$ cat src/rtl/phase_gen_if.sv
// rtl/phase_gen_if.sv - control/status bundle for the multiphase clock generator
interface phase_gen_if #(
  parameter int PHASES = 2,
  parameter int CW     = 4
);
  logic              i_en;
  logic [CW-1:0]     i_pw;
  logic [CW-1:0]     i_gap;
  logic              i_step_mode;
  logic              i_step;
  logic [PHASES-1:0] o_ph;
  logic              o_s;
  logic [2:0]        o_phase_idx;
  logic              o_busy;

  modport master (
    output i_en, i_pw, i_gap, i_step_mode, i_step,
    input  o_ph, o_s, o_phase_idx, o_busy
  );

  modport slave (
    input  i_en, i_pw, i_gap, i_step_mode, i_step,
    output o_ph, o_s, o_phase_idx, o_busy
  );
endinterface

$ cat src/rtl/phase_gen.sv
// rtl/phase_gen.sv - non-overlapping multiphase clock generator with dead time and single-step
module phase_gen #(
  parameter int PHASES = 2,
  parameter int CW     = 4
) (
  input  logic       i_clk,
  input  logic       i_rst_n,
  phase_gen_if.slave bus
);

  typedef enum logic [1:0] {
    S_IDLE   = 2'd0,
    S_ACTIVE = 2'd1,
    S_DEAD   = 2'd2,
    S_HALT   = 2'd3
  } state_t;

  localparam logic [2:0]        LAST_IDX = 3'(PHASES - 1);
  localparam logic [CW-1:0]     ONE      = CW'(1);
  localparam logic [PHASES-1:0] PH0      = PHASES'(1);

  state_t        r_state, w_state_nxt;
  logic [2:0]    r_idx, w_idx_nxt;
  logic [CW-1:0] r_cnt, w_cnt_nxt;
  logic          r_os, w_os_nxt;
  logic          w_do_adv;
  logic          w_do_start;
  logic [CW-1:0] w_pw_load;
  logic [CW-1:0] w_gap_load;

  // Counter reload values; a counter value of N means N+1 remaining cycles,
  // so PW=0 collapses to a one-cycle phase.
  assign w_pw_load  = (bus.i_pw == '0) ? '0 : bus.i_pw - ONE;
  assign w_gap_load = bus.i_gap - ONE;

  // State, phase index, segment counter and cycle-start strobe registers
  always_ff @(posedge i_clk or negedge i_rst_n) begin
    if (!i_rst_n) begin
      r_state <= S_IDLE;
      r_idx   <= 3'd0;
      r_cnt   <= '0;
      r_os    <= 1'b0;
    end else begin
      r_state <= w_state_nxt;
      r_idx   <= w_idx_nxt;
      r_cnt   <= w_cnt_nxt;
      r_os    <= w_os_nxt;
    end
  end

  // Next-state logic; segment ends funnel into a shared advance/start path
  always_comb begin
    w_state_nxt = r_state;
    w_idx_nxt   = r_idx;
    w_cnt_nxt   = r_cnt;
    w_os_nxt    = 1'b0;
    w_do_adv    = 1'b0;
    w_do_start  = 1'b0;

    case (r_state)
      S_IDLE: begin
        if (bus.i_en) w_do_start = 1'b1;
      end
      S_ACTIVE: begin
        if (r_cnt != '0) begin
          w_cnt_nxt = r_cnt - ONE;
        end else if (bus.i_gap != '0) begin
          w_state_nxt = S_DEAD;
          w_cnt_nxt   = w_gap_load;
        end else begin
          w_do_adv = 1'b1;
        end
      end
      S_DEAD: begin
        if (r_cnt != '0) w_cnt_nxt = r_cnt - ONE;
        else             w_do_adv  = 1'b1;
      end
      S_HALT: begin
        if (!bus.i_en)      w_state_nxt = S_IDLE;
        else if (bus.i_step) w_do_start = 1'b1;
      end
      default: w_state_nxt = S_IDLE;
    endcase

    // EN is only consulted at the wrap so a dropped EN never truncates a cycle
    if (w_do_adv) begin
      if (r_idx < LAST_IDX) begin
        w_state_nxt = S_ACTIVE;
        w_idx_nxt   = r_idx + 3'd1;
        w_cnt_nxt   = w_pw_load;
      end else if (!bus.i_en) begin
        w_state_nxt = S_IDLE;
      end else if (bus.i_step_mode) begin
        w_state_nxt = S_HALT;
      end else begin
        w_do_start = 1'b1;
      end
    end

    if (w_do_start) begin
      w_state_nxt = S_ACTIVE;
      w_idx_nxt   = 3'd0;
      w_cnt_nxt   = w_pw_load;
      w_os_nxt    = 1'b1;
    end
  end

  assign bus.o_ph        = (r_state == S_ACTIVE) ? (PH0 << r_idx) : '0;
  assign bus.o_s         = r_os;
  assign bus.o_phase_idx = r_idx;
  assign bus.o_busy      = (r_state != S_IDLE);

endmodule

$ cat src/flat_wrapper.sv
// flat-port wrapper written by rule: the top's interface ports become plain ports
module phase_gen_flat 
#(
  parameter int PHASES = 2,
  parameter int CW     = 4
)
  (i_clk, i_rst_n, bus_i_en, bus_i_pw, bus_i_gap, bus_i_step_mode, bus_i_step, bus_o_ph, bus_o_s, bus_o_phase_idx, bus_o_busy);
  phase_gen_if #(.PHASES(PHASES), .CW(CW)) bus_i ();
  input  logic i_clk;
  input  logic i_rst_n;
  input wire logic [$bits(bus_i.i_en)-1:0] bus_i_en;
  input wire logic [$bits(bus_i.i_pw)-1:0] bus_i_pw;
  input wire logic [$bits(bus_i.i_gap)-1:0] bus_i_gap;
  input wire logic [$bits(bus_i.i_step_mode)-1:0] bus_i_step_mode;
  input wire logic [$bits(bus_i.i_step)-1:0] bus_i_step;
  output wire logic [$bits(bus_i.o_ph)-1:0] bus_o_ph;
  output wire logic [$bits(bus_i.o_s)-1:0] bus_o_s;
  output wire logic [$bits(bus_i.o_phase_idx)-1:0] bus_o_phase_idx;
  output wire logic [$bits(bus_i.o_busy)-1:0] bus_o_busy;
  assign bus_i.i_en = bus_i_en;
  assign bus_i.i_pw = bus_i_pw;
  assign bus_i.i_gap = bus_i_gap;
  assign bus_i.i_step_mode = bus_i_step_mode;
  assign bus_i.i_step = bus_i_step;
  assign bus_o_ph = bus_i.o_ph;
  assign bus_o_s = bus_i.o_s;
  assign bus_o_phase_idx = bus_i.o_phase_idx;
  assign bus_o_busy = bus_i.o_busy;
  phase_gen #(.PHASES(PHASES), .CW(CW)) u_core (.i_clk(i_clk), .i_rst_n(i_rst_n), .bus(bus_i));
endmodule
$ cat config.mk
export PLATFORM = sky130hd
export DESIGN_NAME = phase_gen_flat
export DESIGN_NICKNAME = d
export VERILOG_FILES = /design/src/rtl/phase_gen_if.sv /design/src/rtl/phase_gen.sv /design/src/flat_wrapper.sv
export SDC_FILE = /design/constraint.sdc
export NUM_CORES = 1
export LEC_CHECK = 0
export BUFFER_PORTS_ARGS = -buffer_cell sky130_fd_sc_hd__buf_2
export CORE_MARGIN = 2
export CORE_UTILIZATION = 57
export DETAILED_ROUTE_END_ITERATION = 8
export HOLD_SLACK_MARGIN = 0.05
export PLACE_DENSITY = 0.83
export SLEW_MARGIN = 20
export SYNTH_ARGS = -nofsm -noshare
export SYNTH_HDL_FRONTEND = slang
export SYNTH_SLANG_ARGS = --single-unit
$ cat constraint.sdc
create_clock -name i_clk -period 2.83 [get_ports i_clk]
set_input_delay 0.1415 -clock i_clk [delete_from_list [all_inputs] [get_ports i_clk]]
set_output_delay 0.1415 -clock i_clk [all_outputs]
set_load 0.05 [all_outputs]
==> results of run 1 <==
## cell type report
type                       count  area share [%]
multi-input combinational     86            59.7
tap                           16            1.84
inverter                      11            3.79
sequential                    10            23.0
clock buffer                   3            2.07
timing repair buffer          20            9.64
## metal layers
metal | wire length, um | GRT usage [%]
met1 | 893 | 27.1
met2 | 932 | 38.3
met3 | 84 | 1.60
met4 | 10 | 6.47
met5 | 0 | 0
## power breakdown
group          total [mW]  leakage [nW]  internal (mW)  switching, mW
sequential          0.248         0.131          0.195         0.0535
clock              0.0929        0.0138         0.0489         0.0440
combinational       0.738         0.367          0.281          0.458
total                1.08         0.512          0.524          0.555
## cell usage in the layout (no fill, tap or decap), types with 2 or more instances in the layout
master	instances
buf_2	19
inv_1	11
a21oi_1	11
nor2_1	11
dfrtp_1	10
ha_1	8
o21ai_0	5
nor3_1	5
nor3b_1	4
nand2_1	4
or3_1	3
mux2i_1	3
clkbuf_4	3
nor2b_1	2
## cell families (layout without fill, tap and decap cells)
group,count (synthesis),in the layout,share of synthesized area [%]
AO/OA/AOI/OAI,37,37,29.7
adder cells (fa/ha/maj),8,8,10.5
buffers and inverters,13,34,5.39
flip-flops,10,10,26.3
multiplexers,4,4,4.73
AND/OR/NAND/NOR,37,37,23.4
## sequential cells by signal, summed over array words and instances, names as in the netlist
| signal | cells |
|---|---|
| u_core.r_cnt | 4 |
| u_core.r_state | 2 |
| u_core.bus.o_phase_idx | 3 |
| u_core.bus.o_s | 1 |
## per-stage QoR
step / std cells / cell area [um2] / power (mW) / utilization [%] / hold WS [ns]
6_report: 146 / 1090 / 1.08 / 70.7 / 0.184
5_1_grt: 146 / 1090 / 1.17 / 70.7 / 0.191
4_1_cts: 146 / 1090 / 1.09 / 70.7 / 0.179
3_5_place_dp: 142 / 1060 / 0.985 / 68.6 / 0.0137
3_3_place_gp: 142 / 1060 / 0.972 / 68.6 / 0.00719
2_1_floorplan: 109 / 952 / 0.848 / - / -0.154
## how the worst max path moves through the flow
| stage | from | endpoint | slack (ns) | cells past startpoint |
|---|---|---|---|---|
| after detailed placement | u_core.r_state[1] | u_core.r_cnt[0] | 0.72 | 7 |
| after floorplan | u_core.r_state[1] | bus_o_ph[1] | 0.80 | 5 |
| after global placement | u_core.r_state[1] | u_core.r_cnt[0] | 0.80 | 7 |
| after CTS | u_core.r_state[1] | u_core.r_cnt[0] | 0.70 | 7 |
| after global routing | u_core.r_state[1] | u_core.r_cnt[0] | 0.59 | 7 |
| final | u_core.r_state[1] | u_core.r_cnt[0] | 0.70 | 7 |
## worst max-delay path, cell delays in order (launching register included)
cell and delay, ns:
dfrtp_1 0.42, inv_1 0.11, ha_1 0.35, and4bb_4 0.31, o211a_4 0.22, a21oi_4 0.08, o22ai_4 0.20, mux2_4 0.32
==> flow_summary.json, run 1 <==
{
  "synthArstFlopShare_pct": 100,
  "synthTopCellsByCount": "11 x a21oi_1, 11 x inv_1, 11 x nor2_1",
  "route.detailed.drc": 0,
  "max_freq_mhz": 469,
  "hold_viol_final": 0,
  "synth_edf_count": 0,
  "power_density_nw_per_um2": 991,
  "clkTransAtPathRegs_ns": 0.06,
  "max_cap_violations": 0,
  "cp.required_ns": 2.97,
  "cts_max_path_buffers": 2,
  "synth_seq_cells": 10,
  "drtIter0Drc": 9,
  "design.core.area_um2": 1540,
  "multi_input_area_um2": 651,
  "reg2reg_depth": 7,
  "fill_cells": 134,
  "syn-cell-area_um2": 952,
  "nets": 153,
  "cp.arrival_ns": 2.27,
  "regToRegStartpoint": "u_core.r_state[1]",
  "synth_cell_type_count": 43,
  "routed_wl_mm": 1.92,
  "seq_area_um2": 250,
  "final-setup-viol-count": 0,
  "clk_latency_ns": 0.26,
  "timing.rr.end": "u_core.r_cnt[0]",
  "crit_type": "reg2reg",
  "post_cts_buffers": 0,
  "synth_flop_cell": "dfrtp_1",
  "whs_path_depth": 3,
  "htreeDepth": 1,
  "syn_avg_cell_area_um2": 8.74,
  "synth_largest_area_cell": "dfrtp_1",
  "outcome": "finished clean",
  "num_rows": 14,
  "io-pin-count": 20,
  "syn_nets": 130,
  "critPathCaptureType": "flip-flop",
  "cp-start-kind": "flip-flop",
  "clockRootBuffer": "clkbuf_4",
  "setup_tns_ns": 0,
  "hp-start": "bus_i_pw[3]",
  "ant_nets": 0,
  "cts_tree": "yes",
  "skew_ns": 0.00518,
  "grt_setup_unrepaired": "false",
  "yosysTopAreaCellShare_pct": 26.3,
  "gp_congestion": 0.763,
  "grtUsageTotal_pct": 21.3,
  "post_cts_resized": 0,
  "power_leakage_nw": 0.512,
  "cts_num_sinks": 10,
  "syn2layout_area_growth_pct": 14.5,
  "grt_overflow": 0,
  "netlist_instances": 109,
  "drv_slew": 0,
  "dieArea_um2": 2010,
  "grt_pass1_wl_mm": 3.26,
  "cts_hold_buf": 1,
  "ir_drop_mv": 0.606,
  "avgViaCountPerCell": 5.98,
  "wire_per_inst_um": 13.2,
  "pre_cts_ws_ns": 0.720,
  "synth_area_leaders": "dfrtp_1 26%, ha_1 11%, a21oi_1 5.8%, inv_1 4.3%, nor2_1 4.3%",
  "antenna_found_initial": 0,
  "cts_buffers": 3,
  "min_period_over_period_pct": 75.3,
  "r2r_slack_ns": 0.70,
  "die_w_um": 44.9,
  "whs_endpoint": "u_core.r_cnt[3]",
  "drive_gt1_share_pct": 24.6,
  "worstMarginPinSlew_ns": 0.581,
  "period_needed_ns": 2.13,
  "initial_utilization_pct": 61.8,
  "drtPass1Iterations": 4,
  "grt_max_degree": 11,
  "setup_ws_ns": 0.699,
  "worstHoldPathType": "in2reg",
  "ys_seq_area_share_pct": 26.3,
  "ys_warn_count": 0,
  "antenna_cells": 0,
  "vias": 873,
  "die_h_um": 44.9,
  "grt_pass1_vias": 820,
  "worstPathMaxFanout": 10,
  "hpwl_mm": 1.52,
  "placement.io_buffers": 19,
  "max-slew-margin-rel_pct": 61.2
}
Power figures use the tool's default switching activity.
==> inputs of run 2 (changes only) <==
CORE_UTILIZATION = 53   (was 57)
PLACE_DENSITY = 0.78   (was 0.83)
clock period = 2 ns   (was 2.83 ns; I/O delays follow)
==> flow_summary.json, run 2 (same netlist as run 1, synthesis figures left out) <==
{
  "design.core.area_um2": 1710,
  "initial_utilization_pct": 55.8,
  "dieArea_um2": 2150,
  "grt_overflow": 0,
  "power_leakage_nw": 0.554,
  "route.detailed.drc": 0,
  "worstPathMaxFanout": 5,
  "antenna_cells": 0,
  "largest-register": "u_core.r_cnt",
  "final-setup-viol-count": 0,
  "grt_pass1_vias": 823,
  "p_sw_share_pct": 49.6,
  "clk_latency_ns": 0.26,
  "reg2reg_depth": 6,
  "met1Wirelength_um": 917,
  "antenna_found_initial": 0,
  "cts_tree": "yes",
  "nets": 160,
  "drtIter0Drc": 29,
  "wl_met3_um": 81,
  "cp-start-kind": "flip-flop",
  "design_area_um2": 1190,
  "max_cap_violations": 0,
  "die_h_um": 46.4,
  "drtPass1Iterations": 4,
  "clockRootBuffer": "clkbuf_4",
  "wire_per_inst_um": 13.4,
  "worstHoldPathType": "in2reg",
  "wl_met2_mm": 1.16,
  "cp.arrival_ns": 2.09,
  "htreeDepth": 1,
  "hold_viol_final": 0,
  "cts_buffers": 3,
  "max_freq_mhz": 516,
  "whs_path_depth": 3,
  "avgViaCountPerCell": 5.73,
  "max-slew-margin-rel_pct": 73.6,
  "outcome": "finished clean",
  "layout_common_cells": "19 x buf_2, 11 x inv_1, 11 x a21oi_1, 11 x nor2_1, 10 x dfrtp_1",
  "power_density_nw_per_um2": 1450,
  "grtUsageTotal_pct": 21.5,
  "min_period_over_period_pct": 96.9,
  "cts_num_sinks": 10,
  "skew_ns": 0.000849,
  "largest_reg_flops": 4,
  "cts_max_path_buffers": 2,
  "hpwl_mm": 1.72,
  "crit_type": "reg2reg",
  "crit_start": "u_core.r_state[0]",
  "drv_slew": 0,
  "vias": 934,
  "fill_cells": 131,
  "final_common_cell": "buf_2",
  "holdWs_ns": 0.165,
  "io-pin-count": 20,
  "p_switching_uw": 856,
  "num_rows": 15,
  "grt_pass1_wl_mm": 3.33,
  "ant_nets": 0,
  "hp-start": "bus_i_pw[1]",
  "route.top_layer_used": "met4",
  "grt_max_degree": 11,
  "post_dp_cell_area_um2": 1110,
  "critPathCaptureType": "flip-flop",
  "multi_input_area_um2": 671,
  "worstMarginPinSlew_ns": 0.393,
  "gp_congestion": 0.809,
  "period_needed_ns": 1.94,
  "seq_area_um2": 250,
  "ir_drop_mv": 0.854,
  "setup_ws_ns": 0.0616,
  "clkTransAtPathRegs_ns": 0.07,
  "p_clk_share_pct": 10.4,
  "regToRegStartpoint": "u_core.r_state[0]",
  "setup_tns_ns": 0,
  "placement.io_buffers": 19,
  "cp.required_ns": 2.15,
  "finalNonFillerCells": 163,
  "p_comb_share_pct": 68.8,
  "die_w_um": 46.4,
  "p_int_uw": 870,
  "drive_gt1_share_pct": 30.4,
  "pre_cts_ws_ns": 0.0710,
  "syn2layout_area_growth_pct": 24.7,
  "pwr-share-seq_pct": 20.7,
  "routed_wl_mm": 2.19,
  "dp_cells": 156
}
run 2: cell count changes in the layout (fill, tap and decap cells not counted), sizes merged:
cell | before | now
buf | 19 | 26
clkbuf | 3 | 4
run 2: layout make-up:
type	count	area share (%)
multi-input cells	86	56.5
flip-flops and latches	10	21.1
repair buffers	27	13.3
inverters	11	3.48
clock buffers	4	3.06
well taps	25	2.63
run 2: path summary, 6_finish.rpt:
check	endpoint	slack (ns)
setup / recovery	u_core.r_cnt[0]	0.06
hold / removal	u_core.r_cnt[1]	0.16
setup reg to reg	u_core.r_cnt[0]	0.06
hold reg to reg	u_core.bus.o_phase_idx[2]	0.59
max in group asynchronous	u_core.r_cnt[3]	1.59
min in group asynchronous	u_core.bus.o_phase_idx[0]	0.22
run 2: metrics by stage:
stage	utilization, %	total power [mW]
floorplan	-	1.20
global placement	64.8	1.44
detailed placement	64.8	1.47
CTS	67.5	1.66
global route	69.5	1.86
finish	69.5	1.73
run 2: routing by layer:
layer | up-vias | track usage, %
met5 | - | 0
met4 | 0 | 10.3
met3 | 4 | 1.18
met2 | 25 | 38.9
met1 | 444 | 25.5
li1 | 461 | -
run 2: worst max-delay path, cell delays in order (launching register included):
cell	delay, ns
dfrtp_1	0.42
inv_1	0.10
ha_1	0.43
nor3b_4	0.29
a21oi_4	0.06
o22ai_4	0.20
mux2_4	0.32
run 2: timing repair:
action                                  in CTS  in global routing
setup buffers                                0                  2
hold buffers                                 1                  0
gates resized for setup                      0                  4
endpoints found under the setup margin       0                  2
hold endpoints to repair                    10                  0
run 2: power by group through the flow:
stage                     Sequential (mW)  Clock [mW]  Combinational [mW]
after CTS                           0.353       0.187                1.12
after global placement              0.349           0                1.09
after global routing                0.364       0.194                1.30
after floorplan                     0.413           0               0.787
after detailed placement            0.357           0                1.11
final                               0.358       0.180                1.19
